## src/rtl/add_key_inv_mix.sv

```systemverilog
// Decryption round tail: AddRoundKey followed by InvMixColumns, one column per cycle.
// A final-round transfer skips the column pass and is presented one cycle after accept.
//
// state | meaning
// ------+-------------------------------------------------------------
// IDLE  | ready for a transfer; the accept loads w = data ^ key
// MIX   | column col of w is replaced by InvMixColumn(column)
// DONE  | w is presented on out_data until downstream takes it
module add_key_inv_mix (
    input  logic         clk,
    input  logic         rst_n,
    input  logic         in_valid,
    output logic         in_ready,
    input  logic [127:0] in_data,
    input  logic [127:0] in_key,
    input  logic         in_last,
    output logic         out_valid,
    input  logic         out_ready,
    output logic [127:0] out_data
);

    typedef enum logic [1:0] {
        S_IDLE = 2'd0,
        S_MIX  = 2'd1,
        S_DONE = 2'd2
    } state_t;

    state_t       r_state;
    state_t       w_state_nxt;
    logic [1:0]   r_col;
    logic [1:0]   w_col_nxt;
    logic [127:0] r_w;
    logic [127:0] w_w_nxt;
    logic [31:0]  w_col_in;
    logic [31:0]  w_col_out;

    function automatic logic [7:0] xtime(input logic [7:0] b);
        return {b[6:0], 1'b0} ^ (b[7] ? 8'h1b : 8'h00);
    endfunction

    // Each coefficient (0e/0b/0d/09) is a sum of the a, 2a, 4a, 8a terms.
    function automatic logic [31:0] inv_mix_col(input logic [31:0] col);
        logic [7:0] a  [4];
        logic [7:0] p2 [4];
        logic [7:0] p4 [4];
        logic [7:0] p8 [4];
        logic [31:0] res;
        logic [1:0] i1;
        logic [1:0] i2;
        logic [1:0] i3;
        res = '0;
        for (int r = 0; r < 4; r++) begin
            a[r]  = col[31-8*r -: 8];
            p2[r] = xtime(a[r]);
            p4[r] = xtime(p2[r]);
            p8[r] = xtime(p4[r]);
        end
        for (int r = 0; r < 4; r++) begin
            i1 = 2'(r + 1);
            i2 = 2'(r + 2);
            i3 = 2'(r + 3);
            res[31-8*r -: 8] = (p8[r]  ^ p4[r]  ^ p2[r])
                             ^ (p8[i1] ^ p2[i1] ^ a[i1])
                             ^ (p8[i2] ^ p4[i2] ^ a[i2])
                             ^ (p8[i3] ^ a[i3]);
        end
        return res;
    endfunction

    always_comb begin
        w_col_in = r_w[127:96];
        case (r_col)
            2'd0: w_col_in = r_w[127:96];
            2'd1: w_col_in = r_w[95:64];
            2'd2: w_col_in = r_w[63:32];
            2'd3: w_col_in = r_w[31:0];
            default: w_col_in = r_w[127:96];
        endcase
    end

    assign w_col_out = inv_mix_col(w_col_in);

    always_ff @(posedge clk) begin
        if (!rst_n) begin
            r_state <= S_IDLE;
            r_col   <= 2'd0;
            r_w     <= '0;
        end else begin
            r_state <= w_state_nxt;
            r_col   <= w_col_nxt;
            r_w     <= w_w_nxt;
        end
    end

    // Handshake outputs decode registered state only, so no input reaches them combinationally.
    always_comb begin
        w_state_nxt = r_state;
        w_col_nxt   = r_col;
        w_w_nxt     = r_w;
        in_ready    = 1'b0;
        out_valid   = 1'b0;
        case (r_state)
            S_IDLE: begin
                in_ready = 1'b1;
                if (in_valid) begin
                    w_w_nxt = in_data ^ in_key;
                    if (in_last) begin
                        w_state_nxt = S_DONE;
                    end else begin
                        w_col_nxt   = 2'd0;
                        w_state_nxt = S_MIX;
                    end
                end
            end
            S_MIX: begin
                case (r_col)
                    2'd0: w_w_nxt[127:96] = w_col_out;
                    2'd1: w_w_nxt[95:64]  = w_col_out;
                    2'd2: w_w_nxt[63:32]  = w_col_out;
                    2'd3: w_w_nxt[31:0]   = w_col_out;
                    default: w_w_nxt = r_w;
                endcase
                w_col_nxt = r_col + 2'd1;
                if (r_col == 2'd3) begin
                    w_state_nxt = S_DONE;
                end
            end
            S_DONE: begin
                out_valid = 1'b1;
                if (out_ready) begin
                    w_state_nxt = S_IDLE;
                end
            end
            default: begin
                w_state_nxt = S_IDLE;
            end
        endcase
    end

    assign out_data = r_w;

endmodule

```

## config.mk

```make
export PLATFORM = sky130hd
export DESIGN_NAME = add_key_inv_mix
export DESIGN_NICKNAME = d
export VERILOG_FILES = /design/src/rtl/add_key_inv_mix.sv
export SDC_FILE = /design/constraint.sdc
export NUM_CORES = 1
export LEC_CHECK = 0
export CAP_MARGIN = 20
export CORE_UTILIZATION = 43
export DETAILED_ROUTE_END_ITERATION = 12
export GPL_ROUTABILITY_DRIVEN = 0
export HOLD_SLACK_MARGIN = 0.08
export PLACE_DENSITY_LB_ADDON = 0.12
export SETUP_SLACK_MARGIN = 0.5
export SLEW_MARGIN = 15
export SYNTH_ARGS = -nofsm -noshare
export SYNTH_HDL_FRONTEND = slang
export SYNTH_SLANG_ARGS = --single-unit
```

## constraint.sdc

```tcl
create_clock -name clk -period 4.35 [get_ports clk]
set_clock_uncertainty 0.15 [all_clocks]
set_input_delay 0.6525 -clock clk [delete_from_list [all_inputs] [get_ports clk]]
set_output_delay 0.6525 -clock clk [all_outputs]
set_load 0.02 [all_outputs]
```

Yosys cells after proc, flatten, opt, wreduce, memory -nomap -nowiden. Cells that the tools add are included.

Bitwise gates (word level): 49. $add $sub $neg: 1. Reduce and logical (&&, ||, !) cells: 9. Equal/unequal tests: 12. Muxes and demuxes: 29.

Operators by type and width (number): 8-bit XOR (36); 128-bit case mux with 2 select lines (1); 128-bit 2-to-1 mux (1); 32-bit 2-to-1 mux (4); 32-bit case mux with 4 select lines (1); 128-bit XOR (1); 8-bit by 5-bit XOR with 8-bit output (12); 5-bit 2-to-1 mux (12); 3-bit AND reduction (6); 2-bit 2-to-1 mux (6); 2-bit inequality test (second input constant) (4); 2-bit equality test (second input constant) (3); 2-bit by 1-bit inequality test with 1-bit output (second input constant) (3); 2-bit case mux with 3 select lines (1); 2-bit by 1-bit equality test with 1-bit output (second input constant) (2); 2-bit logical NOT (2); 2-bit case mux with 2 select lines (1); 2-bit by 1-bit adder with 2-bit output (second input constant) (1); 1-bit 2-to-1 mux (2); 2-bit nonzero test (1).

Flip-flop bits (word level): 132. Output and inout port bits: 130.

Longest topological paths before layout.
Depth after elaboration: 15. Gate-level depth with buffers: 14. Depth with buffers taken out: 11.

Least setup slack after synthesis. No wires, ideal clock.

Path type: reg-to-reg. From: register r_col[0]. To: register r_w[124], in the netlist out_data[124]. Arrival time: 3.048 ns. Period minus slack after synthesis: 3.314 ns. Stages on the path, launching flop included: 13. Path slack: 1.036 ns. Required time: 4.084 ns. Path buffers: 1. Cell sequence: dfxtp_1 inv_1 ha_1 buf_2 a222oi_1 xor2_1 a21oi_1 xnor3_1 xnor2_1 xnor2_1 xnor2_1 nand2_1 a31o_2.

Longest elaborated chain between the ends: 13. Elaborated cells on any way between the ends: 42. Those cells by class: eq/ne (4); mux (14); bitwise (22); reduce/logical (2).

Ends and longest elaborated chain: start: declaration (line 30) `logic [1:0] r_col;`; start signal: assignment (line 90) `r_col <= w_col_nxt;`; 2-bit equality test, or another cell as far along (line 72) `case (r_col)`; 32-bit case mux with 4 select lines (line 72); 8-bit by 5-bit XOR with 8-bit output (line 38) `return {b[6:0], 1'b0} ^ (b[7] ? 8'h1b : 8'h00);`; 5-bit 2-to-1 mux / 8-bit by 5-bit XOR with 8-bit output (equally long branches) (line 38); 8-bit by 5-bit XOR with 8-bit output / 5-bit 2-to-1 mux (equally long branches) (line 38); 8-bit by 5-bit XOR with 8-bit output (line 38); 8-bit XOR (on tied branches) (2 in series) (line 62, 63); 8-bit XOR (line 63) `^ (p8[i1] ^ p2[i1] ^ a[i1])`; 8-bit XOR (line 64) `^ (p8[i2] ^ p4[i2] ^ a[i2])`; 8-bit XOR (line 65) `^ (p8[i3] ^ a[i3]);`; 32-bit 2-to-1 mux (line 116) `case (r_col)`; 128-bit case mux with 2 select lines (line 102) `case (r_state)`; end signal: assignment (line 91) `r_w <= w_w_nxt;`; end: declaration (line 32) `logic [127:0] r_w;`.

Several ways; a longest one is shown, not always the timed one. The select of a mux whose other input is x is not followed. A chain may end at the register's enable or synchronous reset.

Final worst setup path.
From: register r_col[0]. To: register r_w[36], in the netlist out_data[36].

Longest elaborated chain between the ends: 13. Elaborated cells on any way between the ends: 42. Those cells by class: eq/ne (4); mux (14); bitwise (22); reduce/logical (2).

Ends and longest elaborated chain (line): 2-bit equality test, or another cell as far along (72); 32-bit case mux with 4 select lines (72); 8-bit by 5-bit XOR with 8-bit output (38); 5-bit 2-to-1 mux / 8-bit by 5-bit XOR with 8-bit output (equally long branches) (38); 8-bit by 5-bit XOR with 8-bit output / 5-bit 2-to-1 mux (equally long branches) (38); 8-bit by 5-bit XOR with 8-bit output (38); 8-bit XOR (on tied branches) (2 in series) (62, 63); 8-bit XOR (63); 8-bit XOR (64); 8-bit XOR (65); 32-bit 2-to-1 mux (116); 128-bit case mux with 2 select lines (102).

Several ways; a longest one is shown, not always the timed one. The select of a mux whose other input is x is not followed.

==> results by group <==
Floorplan
  • Num ports: around 390
  • Row Count: 55
  • Die H: ~160 microns
  • Die area: ~0.024 sq mm
  • Die width: between 150 and 200 microns
  • Core ar.: around 0.023 sq mm
  • Starting Density: 44.2%

Synth
  • Most frequent cell after synthesis: xnor2_1
  • Synth area leaders: dfxtp_1 (26%), xnor2_1 (20%), xor2_1 (11%)
  • Synthesized net count: between 1k and 1.5k
  • Sequential area share after synthesis: between 20% and 30%
  • Largest family of logic cells by synthesized area: XOR/XNOR gates
  • Post-synthesis mux area share: less than 1%
  • Compound-Gate Fraction of Synth Area: around 26%
  • Cell taking the most area after synthesis: dfxtp_1
  • Synth top cells by count: xnor2_1 (225), dfxtp_1 (132), xor2_1 (132)
  • YS warnings: 0
  • Post-synthesis cell count: between 1k and 1.5k
  • Share of the synthesized area in the top cell type: a little over a quarter
  • Post-synth ARST share: 0%
  • Syn Std Cell Area: 0.0101 sq mm
  • Library cells used by synthesis: between 40 and 50
  • Post-synth EDFFs: 0
  • Adder-Cell Fraction of Synth Area: less than 1%
  • Synth Area in XOR/XNOR: approximately 33%
  • Most used flip-flop cell after synthesis: dfxtp_1
  • Post-synthesis simple-gate area fraction: a little over a tenth
  • Synthesis-stage register bit count: around 130
  • Mean Syn Cell Area: between 8 and 9 sq um

STA
  • Slew headroom: between 20% and 30%
  • Fin. max-slew vios: 0
  • Unrepaired setup endpoints after global routing: yes
  • Period utilisation layout: 86.8%
  • Top achievable clock speed: ~260 MHz
  • Final setup viols: 0
  • Setup TNS: 0 ps
  • Least-Margin Pin Slew: 1130 ps
  • Post-layout min period: roughly 3800 ps
  • Final hold violation count: 0

Worst setup path
  • RR Startpoint: r_col[0]
  • Crit end category: flip-flop
  • CP arrival: roughly 4000 ps
  • Reg2Reg Capture Point: out_data[36]
  • Critical path startpoint category: flip-flop
  • Crit path capture: out_data[36]
  • Worst endpoint required time: approximately 4500 ps
  • Cells on worst reg2reg path: 13
  • CP startpoint: r_col[0]
  • R2r setup slk: between 500 and 600 ps
  • Crit path kind: flip-flop to flip-flop
  • Worst Path Max Fanout: 13

Worst hold path
  • Worst min-delay path category: flip-flop to flip-flop
  • Min-delay src: out_data[45]

Clock network
  • Clock Latency Late Sink: between 400 and 500 ps
  • Clock buffer depth: 2
  • CTS H-tree lvls: 4
  • CTS tree: built
  • Clk sink count: ~130
  • Root Driver: clkbuf_16
  • # hold bufs at CTS: 0
  • Clock Pin Slew Worst Setup and Hold Paths: 70 ps
  • CTS buffer count: 17

Placement
  • HPWL after DPL: roughly 30000 microns
  • Placed cell areas: ~0.014 sq mm
  • Buffers on Ports: slightly below 400

Final layout
  • N_diodes: 0
  • Area grow syn2layout: 49.9%
  • Share of cells above drive strength 1: a little under 10%
  • Design Area, Final: 0.0151 sq mm
  • Register Area: between 0.002 and 0.003 sq mm
  • Number of nets in the layout: 1843
  • FILL cells: 1962
  • Multi-input logic area: ~0.0072 sq mm

Run
  • Maximum Capacitance Violations: 0

Outcome
  • Status: finished, final reports clean

Drt
  • Initial DRC count: about 1.1k
  • Drt pass-1 iters: 8
  • Wirelength per Cell: about 21 microns
  • DRC viols: 0
  • Final WL: 40200 microns
  • Final ANT Viol Nets: 0
  • Via count: about 11k
  • Via density: 5.68

Power and ir drop
  • Pwr Density: approximately 550 mW/mm^2
  • Leakage: approximately 5.5 nW
  • Peak VDD IR: approximately 0.41 mV

GRT
  • Grt total ovfl: 0
  • Vias in the first global route: between 10k and 15k
  • Largest net degree at the start of global routing: about 110
  • Number of antenna violations at the first check in global routing: 0
  • First-pass GRT wire length: between 50000 and 60000 microns
  • Total track usage: around 33%
## logic make-up after synthesis
group / after synthesis
AO/OA/AOI/OAI: 371
multiplexers: 3
AND/OR/NAND/NOR: 232
flip-flops: 132
XOR/XNOR: 367
adder cells (fa/ha/maj): 4
buffers and inverters: 99
## metrics by stage
step                      utilization, %  setup slack (ps)  cells  power, W  hold WS, ps
after floorplan                        -              1040   1208   0.00504          387
after global placement              63.0               446   1861   0.00669          317
after detailed placement            63.0               312   1861   0.00673          321
after CTS                           65.6               544   1897   0.00814          329
after global routing                66.2               414   1904   0.00871          355
final                               66.2               573   1904   0.00838          332
## layer usage
metal  vias up  GRT usage, %  routed length [microns]
li1       4963             -                        -
met1      5165          41.2                    15600
met2       609          56.5                    19900
met3        82          5.15                     3580
met4         0          10.5                     1130
met5         -             0                        0
## final cells by class
| type | count | share of cell area, % |
|---|---|---|
| multi-input cells | 977 | 47.4 |
| repair buffers | 446 | 28.8 |
| flip-flops and latches | 132 | 17.5 |
| clock buffers | 18 | 2.84 |
| well taps | 313 | 2.59 |
| clock inverters | 14 | 0.769 |
| inverters | 4 | 0.0993 |
## layout by cell type, fill, tap and decap left out, types with 4 or more instances in the layout
cell type,n
a31o_1,6
o221ai_1,8
a222oi_1,31
xnor3_1,4
nand3_1,13
xnor2_2,11
xor2_1,130
o21ai_0,27
buf_4,54
a211o_1,20
nor2_1,39
xnor2_1,219
a21boi_1,11
a31o_2,30
a21boi_0,46
a21oi_2,11
o211ai_1,40
a21oi_1,103
clkbuf_16,17
nor2b_1,22
and3_1,36
clkdlybuf4s50_1,389
o31ai_1,4
ha_1,4
o2111ai_1,4
dfxtp_1,132
inv_6,5
a31oi_1,8
o21ai_1,11
nand2_1,109
## how the worst min path moves through the flow
stage	cells after the start	endpoint
2_1_floorplan	2	r_col[0]
3_3_place_gp	2	out_data[45]
6_report	2	out_data[45]
3_5_place_dp	2	out_data[45]
5_1_grt	2	out_data[29]
4_1_cts	2	out_data[45]
## state kept, by name (all words and copies together), names as in the netlist
name,cells
out_data,128
r_col,2
r_state,2
## report_power, final
group	leakage [nW]	internal (W)	total, W	switching, W
Clock	0.262	0.000744	0.00138	0.000633
Combinational	4.17	0.00242	0.00535	0.00293
Sequential	1.09	0.00140	0.00165	0.000249
Total	5.52	0.00457	0.00838	0.00381
## critical path, stage by stage, from the launching register on
cell      delay (ps)
dfxtp_1          410
inv_1            100
ha_1             240
buf_4            200
a222oi_1         340
buf_4            220
xor2_1           140
a21oi_1           80
buf_4            180
xnor3_1          390
xor2_1           300
xnor2_1          150
xnor2_1          530
a31oi_1          170
## repair_timing
item                                    4_1_cts  5_1_grt
cloned                                        0        0
setup buffers                                 4        7
resized for setup                             1       13
endpoints found under the setup margin       25       75
pin swaps                                     2        6
Power figures use the tool's default switching activity.
